[src/rtl/dual_input_debouncer_if.sv]
// ---------------------------------------------------------------------------
// dual_input_debouncer_if
// Bundles the two raw switch inputs of the dual debouncer with its clean
// levels and edge pulses.
//   a_in, b_in       raw asynchronous channel inputs (driven by master)
//   a, b             debounced levels, feeding the downstream OR stage
//   a_rise, a_fall   one-cycle pulses on 0->1 / 1->0 changes of a
//   b_rise, b_fall   one-cycle pulses on 0->1 / 1->0 changes of b
// master: the side that owns the raw pins and consumes the clean outputs.
// slave : the debouncer itself.
// ---------------------------------------------------------------------------
interface dual_input_debouncer_if;
   logic a_in;
   logic b_in;
   logic a;
   logic b;
   logic a_rise;
   logic a_fall;
   logic b_rise;
   logic b_fall;

   modport master (
      output a_in, b_in,
      input  a, b, a_rise, a_fall, b_rise, b_fall
   );

   modport slave (
      input  a_in, b_in,
      output a, b, a_rise, a_fall, b_rise, b_fall
   );
endinterface

[src/rtl/dual_input_debouncer.sv]
// ---------------------------------------------------------------------------
// dual_input_debouncer
// Two independent switch debouncers. Each raw input is brought into the clk
// domain by a 2-flop synchronizer; the clean level only follows the
// synchronized value once it has differed from the current level for
// STABLE_CYCLES consecutive edges. A registered rise/fall pulse marks the
// cycle in which the clean level first shows its new value.
//   clk   sole clock, rising edge
//   rst   synchronous, active-high reset; clears every flop
//   bus   dual_input_debouncer_if.slave (a_in/b_in in; a, b and pulses out)
// Parameter STABLE_CYCLES: 1..255, default 4.
// Latency for a held raw change is STABLE_CYCLES+2 edges (2 synchronizer
// edges, then STABLE_CYCLES edges of disagreement).
// ---------------------------------------------------------------------------
module dual_input_debouncer #(
   parameter int STABLE_CYCLES = 4
) (
   input logic                   clk,
   input logic                   rst,
   dual_input_debouncer_if.slave bus
);

   localparam int               CNT_W    = $clog2(STABLE_CYCLES + 1);
   localparam logic [CNT_W-1:0] CNT_LAST = CNT_W'(STABLE_CYCLES - 1);

   // Channel index 0 is A, 1 is B.
   logic [1:0]       raw;
   logic [1:0]       sync1;
   logic [1:0]       sync2;
   logic [1:0]       level;
   logic [1:0]       rise;
   logic [1:0]       fall;
   logic [CNT_W-1:0] cnt [2];

   assign raw = {bus.b_in, bus.a_in};

   always_ff @(posedge clk) begin
      for (int ch = 0; ch < 2; ch++) begin
         if (rst) begin
            sync1[ch] <= 1'b0;
            sync2[ch] <= 1'b0;
            level[ch] <= 1'b0;
            rise[ch]  <= 1'b0;
            fall[ch]  <= 1'b0;
            cnt[ch]   <= '0;
         end else begin
            // Synchronizer stage boundary: raw -> sync1 -> sync2.
            sync1[ch] <= raw[ch];
            sync2[ch] <= sync1[ch];

            // Pulses default low; they are set only on the edge the level flips.
            rise[ch] <= 1'b0;
            fall[ch] <= 1'b0;

            if (sync2[ch] == level[ch]) begin
               // Any agreement restarts the stability window, which is what
               // rejects glitches shorter than STABLE_CYCLES.
               cnt[ch] <= '0;
            end else if (cnt[ch] == CNT_LAST) begin
               // Last disagreeing edge of the window: commit the new level.
               // The counter never passes CNT_LAST, so no wrap is possible.
               level[ch] <= sync2[ch];
               rise[ch]  <= sync2[ch];
               fall[ch]  <= ~sync2[ch];
               cnt[ch]   <= '0;
            end else begin
               cnt[ch] <= cnt[ch] + CNT_W'(1);
            end
         end
      end
   end

   // Outputs come straight from flops; no combinational path from the pins.
   assign bus.a      = level[0];
   assign bus.b      = level[1];
   assign bus.a_rise = rise[0];
   assign bus.a_fall = fall[0];
   assign bus.b_rise = rise[1];
   assign bus.b_fall = fall[1];

endmodule

[src/flat_wrapper.sv]
// flat-port wrapper written by rule: the top's interface ports become plain ports
module dual_input_debouncer_flat 
#(
   parameter int STABLE_CYCLES = 4
)
  (clk, rst, bus_a_in, bus_b_in, bus_a, bus_b, bus_a_rise, bus_a_fall, bus_b_rise, bus_b_fall);
  dual_input_debouncer_if bus_i ();
  input logic clk;
  input logic rst;
  input wire logic [$bits(bus_i.a_in)-1:0] bus_a_in;
  input wire logic [$bits(bus_i.b_in)-1:0] bus_b_in;
  output wire logic [$bits(bus_i.a)-1:0] bus_a;
  output wire logic [$bits(bus_i.b)-1:0] bus_b;
  output wire logic [$bits(bus_i.a_rise)-1:0] bus_a_rise;
  output wire logic [$bits(bus_i.a_fall)-1:0] bus_a_fall;
  output wire logic [$bits(bus_i.b_rise)-1:0] bus_b_rise;
  output wire logic [$bits(bus_i.b_fall)-1:0] bus_b_fall;
  assign bus_i.a_in = bus_a_in;
  assign bus_i.b_in = bus_b_in;
  assign bus_a = bus_i.a;
  assign bus_b = bus_i.b;
  assign bus_a_rise = bus_i.a_rise;
  assign bus_a_fall = bus_i.a_fall;
  assign bus_b_rise = bus_i.b_rise;
  assign bus_b_fall = bus_i.b_fall;
  dual_input_debouncer #(.STABLE_CYCLES(STABLE_CYCLES)) u_core (.clk(clk), .rst(rst), .bus(bus_i));
endmodule
[config.mk]
export PLATFORM = sky130hd
export DESIGN_NAME = dual_input_debouncer_flat
export DESIGN_NICKNAME = d
export VERILOG_FILES = /design/src/rtl/dual_input_debouncer_if.sv /design/src/rtl/dual_input_debouncer.sv /design/src/flat_wrapper.sv
export SDC_FILE = /design/constraint.sdc
export NUM_CORES = 1
export LEC_CHECK = 0
export CORE_AREA = 2 2 39 41
export DETAILED_ROUTE_END_ITERATION = 12
export DIE_AREA = 0 0 41 43
export DONT_BUFFER_PORTS = 1
export HOLD_SLACK_MARGIN = 0.12
export PLACE_DENSITY_LB_ADDON = 0.1
export SYNTH_ARGS = -nofsm -noshare
export SYNTH_HDL_FRONTEND = slang
export SYNTH_SLANG_ARGS = --single-unit
[constraint.sdc]
create_clock -name clk -period 3.18 [get_ports clk]
set_clock_uncertainty 0.1 [all_clocks]
set_input_delay 0.318 -clock clk [delete_from_list [all_inputs] [get_ports clk]]
set_output_delay 0.318 -clock clk [all_outputs]
set_load 0.01 [all_outputs]
==> flow_summary.json, run 1 <==
{
  "global_route.usage.total_pct": 12.19,
  "antenna_violations_before_repair": 0,
  "nFillCells": 125,
  "ff2ff_setup_slack_ps": 1720,
  "post_cts_resize_count": 0,
  "residual_drc_count": 0,
  "critical_path.max_fanout": 6,
  "routed_via_density": 4.889,
  "synth.cell_area_sq_um": 638.1,
  "bufs_on_longest_clock_path": 2,
  "top_library_cells_by_usage_in_the_layout_fill_and_taps_aside": "dfxtp_1 (10), edfxtp_1 (6), conb_1 (6)",
  "most_frequent_standard_cell_in_the_layout_excluding_fill_and_tap_cells": "dfxtp_1",
  "sum_of_negative_setup_slack_ps": 0,
  "period_minus_slack_ps": 1458,
  "clkSlewWorstSetupHoldPaths_ps": 90,
  "pre_cts_ws_ps": 1722,
  "drt.antenna.violating_nets": 0,
  "route.detailed.wl_per_inst_um": 11.88,
  "cts.htree.levels": 1,
  "cts_tree": "done",
  "starting_density_pct": 46.11,
  "cts-hold-fix-buffers": 3,
  "setup_viol_count_final": 0,
  "worstSetupPathType": "reg2reg",
  "grt_pass1_wl_mm": 1.414,
  "totalWireLength_um": 855,
  "synth.area.top_cells": "dfxtp_1 (31%), edfxtp_1 (28%), and4bb_2 (7.8%)",
  "status": "completed",
  "final_max_slew_viol_count": 0,
  "place.detailed.hpwl_um": 619,
  "hold-worst-slack_ps": 130.4,
  "worst_setup_path_end_kind": "flop",
  "power_density_mw_per_mm2": 470.1,
  "ios": 10,
  "initialDrtViolationCount": 2,
  "worst-endpoint-required_ps": 3180,
  "multiInputGateArea_sq_um": 257.7,
  "setup_ws_ps": 1722,
  "synth_top_cell_area_share_pct": 31.37,
  "portBuffers": 0,
  "synthesis.instances": 44,
  "count_of_synthesis_stage_warnings_from_yosys": 0,
  "antenna_cells": 0,
  "cts.sink_count": 16,
  "chip_height_um": 43,
  "floorplan.die.width_um": 41,
  "final.period_utilization_pct": 45.85,
  "setup_repair_after_global_routing_missed_its_margin": "no",
  "ctsRootBufferMaster": "clkbuf_4",
  "post-synth-top-area-cell": "dfxtp_1",
  "max_clock_freq_mhz": 685.9,
  "route.vias.total": 352,
  "irDropWorstVdd_uv": 218.8,
  "start_kind": "flop",
  "synth-seq-area-share_pct": 59.61,
  "floorplan.die_area_sq_mm": 0.001763,
  "endpoints_failing_hold": 0,
  "seq_area_sq_um": 380.4,
  "fin_nets": 65,
  "worst_skew_pair.late_latency_ps": 280,
  "cts_buffer_count": 3,
  "power_leakage_uw": 0.0002873,
  "max-cap-violations": 0,
  "data_arrival_time_of_the_critical_path_ps": 1460,
  "finalWeightedCongestion": 0.6390,
  "post-cts-setup-buffers": 0,
  "fraction_of_final_layout_cells_sized_beyond_drive_strength_1_pct": 23.21,
  "timing.hold.worst.class": "in2reg",
  "synth.avg_cell_area_sq_um": 14.50,
  "number_of_global_route_vias_before_repair": 340,
  "synthesized_flop_and_latch_total": 16,
  "relative_area_change_from_synthesis_to_final_layout_pct": 14.71,
  "rows": 14,
  "placeableCoreArea_sq_mm": 0.001384,
  "grt_max_degree": 13,
  "grt_remaining_overflow": 0,
  "yosys.cell_types.count": 13,
  "tritonroute_pass_1_iters": 2
}
-- synth_stat cells --
cell type,instances
and4bb_2,4
dfxtp_1,10
mux2i_1,2
inv_1,2
buf_6,1
edfxtp_1,6
and2b_2,4
ha_1,4
conb_1,1
nor4b_2,2
nor4_1,4
nor2_1,2
xnor2_1,2
-- worst max-delay path, cell delays in order, from the launching register on --
cell and delay (ps):
edfxtp_1 410, ha_1 220, ha_1 280, nor4_1 260
-- power by group --
| part | switching (uW) | internal (uW) |
|---|---|---|
| combinational | 7.68 | 10.7 |
| clock | 58.8 | 45.5 |
| sequential | 3.09 | 218 |
-- stage by stage --
| stage | std cells | util (%) | instance area, sq um | power (uW) |
|---|---|---|---|---|
| CTS | 71 | 52.17 | 721.9 | 346.2 |
| global route | 72 | 52.89 | 732.0 | 358.1 |
| global placement | 64 | 48.10 | 665.6 | 238.2 |
| finish | 72 | 52.89 | 732.0 | 344.1 |
| detailed placement | 64 | 48.10 | 665.6 | 240.0 |
| floorplan | 49 | - | 656.9 | 239.5 |
-- final timing paths --
path	startpoint	cells after the start	to
worst min register to register	u_core.sync1[1]	1	u_core.sync2[1]
worst max-delay path	u_core.cnt[0][0]	3	u_core.cnt[0][0]
worst min-delay path	rst	1	u_core.cnt[0][0]
worst max register to register	u_core.cnt[0][0]	3	u_core.cnt[0][0]
-- sequential cells by signal, summed over array words and instances (netlist names) --
| name | flops |
|---|---|
| u_core.cnt | 6 |
| u_core.fall | 2 |
| u_core.level | 2 |
| u_core.rise | 2 |
| u_core.sync1 | 2 |
| u_core.sync2 | 2 |
-- cells by family after synthesis --
| family | after synthesis | share of synthesized area, % |
|---|---|---|
| and+or+nand+nor | 16 | 23.14 |
| muxes | 2 | 3.137 |
| buffers and inverters | 3 | 2.941 |
| adders and majority gates | 4 | 7.843 |
| DFF | 16 | 59.61 |
| xor gates and xnor gates | 2 | 2.746 |
| other | 1 | 0.5877 |
-- area by class of cell --
cell class	instances	share of cell area [%]
multi-input combinational	30	35.21
tap	16	2.735
inverter	2	1.026
timing repair buffer	4	5.470
clock buffer	3	3.077
sequential	16	51.97
clock inverter	1	0.5128
-- layer usage --
layer / GRT usage [%] / up-vias / part of all wire [%]
met4: 6.000 / 0 / 0
met3: 4.712 / 0 / 2.7
met1: 16.15 / 168 / 49
li1: - / 180 / -
met5: 0 / - / 0
met2: 16.88 / 4 / 48
No activity file was read; power rests on OpenSTA's default activity.
==> run 2: changes to the inputs <==
Clock period 3.18 ns to 1.3 ns, I/O delays scaled along.
==> flow_summary.json, run 2 (synthesis gave the netlist of run 1 again) <==
{
  "p_int_uw": 679.2,
  "timing.hold.worst.class": "in2reg",
  "irDropWorstVdd_uv": 638.9,
  "relative_area_change_from_synthesis_to_final_layout_pct": 27.65,
  "hold_path_depth": 1,
  "floorplan.die.width_um": 41,
  "floorplan.die_area_sq_mm": 0.001763,
  "rr_startpoint": "u_core.cnt[1][0]",
  "worstHoldStart": "rst",
  "hold_end": "u_core.level[0]",
  "bufs_on_longest_clock_path": 2,
  "max-cap-violations": 0,
  "top_register": "u_core.cnt",
  "worst_skew_pair.late_latency_ps": 270,
  "rows": 14,
  "number_of_flip_flops_in_the_largest_register": 6,
  "p_total_uw": 844.6,
  "worstSetupPathType": "reg2reg",
  "status": "finished with violations",
  "grt_remaining_overflow": 0,
  "power_leakage_uw": 0.0003028,
  "final_max_slew_viol_count": 0,
  "drt.antenna.violating_nets": 0,
  "placeableCoreArea_sq_mm": 0.001384,
  "route.detailed.wl_per_inst_um": 11.72,
  "post_layout_cell_count": 74,
  "regToRegEndpoint": "u_core.cnt[1][2]",
  "critical_path.max_fanout": 6,
  "power_density_mw_per_mm2": 1037,
  "p_switching_uw": 165.4,
  "setup_viol_count_final": 3,
  "grt_max_degree": 17,
  "chip_height_um": 43,
  "global_route.usage.total_pct": 12.49,
  "finalWeightedCongestion": 0.6378,
  "initialDrtViolationCount": 4,
  "data_arrival_time_of_the_critical_path_ps": 1320,
  "fraction_of_final_layout_cells_sized_beyond_drive_strength_1_pct": 41.38,
  "tritonroute_pass_1_iters": 3,
  "cts_tree": "done",
  "cts.htree.levels": 1,
  "number_of_global_route_vias_before_repair": 363,
  "sequential_power_share_pct": 64.1,
  "starting_density_pct": 46.11,
  "most_frequent_standard_cell_in_the_layout_excluding_fill_and_tap_cells": "dfxtp_1",
  "comb_pwr_share_pct": 7.3,
  "antenna_violations_before_repair": 0,
  "cp_cell_sequence": "ha_2 -> ha_4 -> nor4_4",
  "timing.reg2reg.worst_path_depth": 3,
  "worst-endpoint-required_ps": 1300,
  "cts_buffer_count": 3,
  "setup_ws_ps": -18.77,
  "dpl.cell_count": 66,
  "critical_path.top_delay_family": "flip-flops",
  "antenna_cells": 0,
  "top_library_cells_by_usage_in_the_layout_fill_and_taps_aside": "dfxtp_1 (10), edfxtp_1 (6), conb_1 (6)",
  "portBuffers": 0,
  "layout.core_utilization_pct": 58.86,
  "fin_nets": 68,
  "cts-hold-fix-buffers": 4,
  "worst_setup_path_end_kind": "flop",
  "ff2ff_setup_slack_ps": -20,
  "place.detailed.hpwl_um": 610.7,
  "period_minus_slack_ps": 1319,
  "max_clock_freq_mhz": 758.3,
  "totalWireLength_um": 867,
  "ctsRootBufferMaster": "clkbuf_4",
  "netSwitchingFraction_pct": 19.58,
  "setup_repair_after_global_routing_missed_its_margin": "yes",
  "hold-worst-slack_ps": -184.0,
  "cts.sink_count": 16,
  "number_of_cells_on_the_critical_path": 3,
  "final.period_utilization_pct": 101.4,
  "violated_checks": "negative hold slack, negative setup slack",
  "routed_via_density": 4.851,
  "critical_path.max_stage_delay_ps": 400,
  "clkSlewWorstSetupHoldPaths_ps": 80,
  "ios": 10,
  "path_buf_inv": 0,
  "start_kind": "flop",
  "clock_power_share_pct": 28.6,
  "endpoints_failing_hold": 10,
  "grt_pass1_wl_mm": 1.483,
  "crit_path_top_delay_cell": "edfxtp_1",
  "route.vias.total": 359,
  "residual_drc_count": 0
}
run 2: worst max-delay path by stage:
stage / startpoint / end
floorplan: u_core.cnt[0][0] / u_core.cnt[0][2]
global placement: u_core.cnt[0][0] / u_core.cnt[0][2]
detailed placement: u_core.cnt[1][0] / u_core.cnt[1][2]
CTS: u_core.cnt[1][0] / u_core.cnt[1][2]
global route: u_core.cnt[1][0] / u_core.cnt[1][0]
finish: u_core.cnt[1][0] / u_core.cnt[1][2]
run 2: repair_timing:
action | CTS | global route
pin swaps | 6 | 4
setup endpoints to repair | 6 | 6
buffers inserted | 0 | 1
hold endpoints to repair | 16 | 14
gates resized for setup | 6 | 2
cloned | 0 | 0
run 2: worst register-to-register path, delay by kind of cell (launching register included):
family,cells,cell delay [ps]
adder cells (fa/ha/maj),2,400
AND/OR/NAND/NOR,1,250
flip-flops,1,400
run 2: area by class of cell:
type	count	area [sq um]
clock buffer	3	22.52
timing repair buffer	7	62.56
sequential	16	380.4
multi-input combinational	30	321.6
inverter	2	7.507
tap	16	20.02
fill	120	569.3
run 2: power by group through the flow:
stage          Clock [uW]  Combinational [uW]  Sequential [uW]
2_1_floorplan           0                35.7              551
3_3_place_gp            0                35.0              552
3_5_place_dp            0                39.2              553
4_1_cts               255                58.5              542
5_1_grt               280                68.6              544
6_report              241                61.7              542
run 2: metal layers:
layer / vias to the layer above / part of all wire (%) / track usage (%)
met5: - / 0 / 0
met4: 0 / 0 / 8.000
met3: 0 / 2.2 / 2.094
met2: 4 / 55 / 17.50
met1: 173 / 43 / 17.12
li1: 182 / - / -
run 2: per-stage QoR:
stage               setup slack [ps]  setup TNS, ps  cell area (sq um)
global route                  -61.19         -315.5              814.5
floorplan                     -4.918         -4.918              664.4
finish                        -18.77         -24.52              814.5
CTS                           -61.01         -104.8              794.5
detailed placement            -119.6         -308.1              688.2
global placement              -15.03         -37.42              688.2
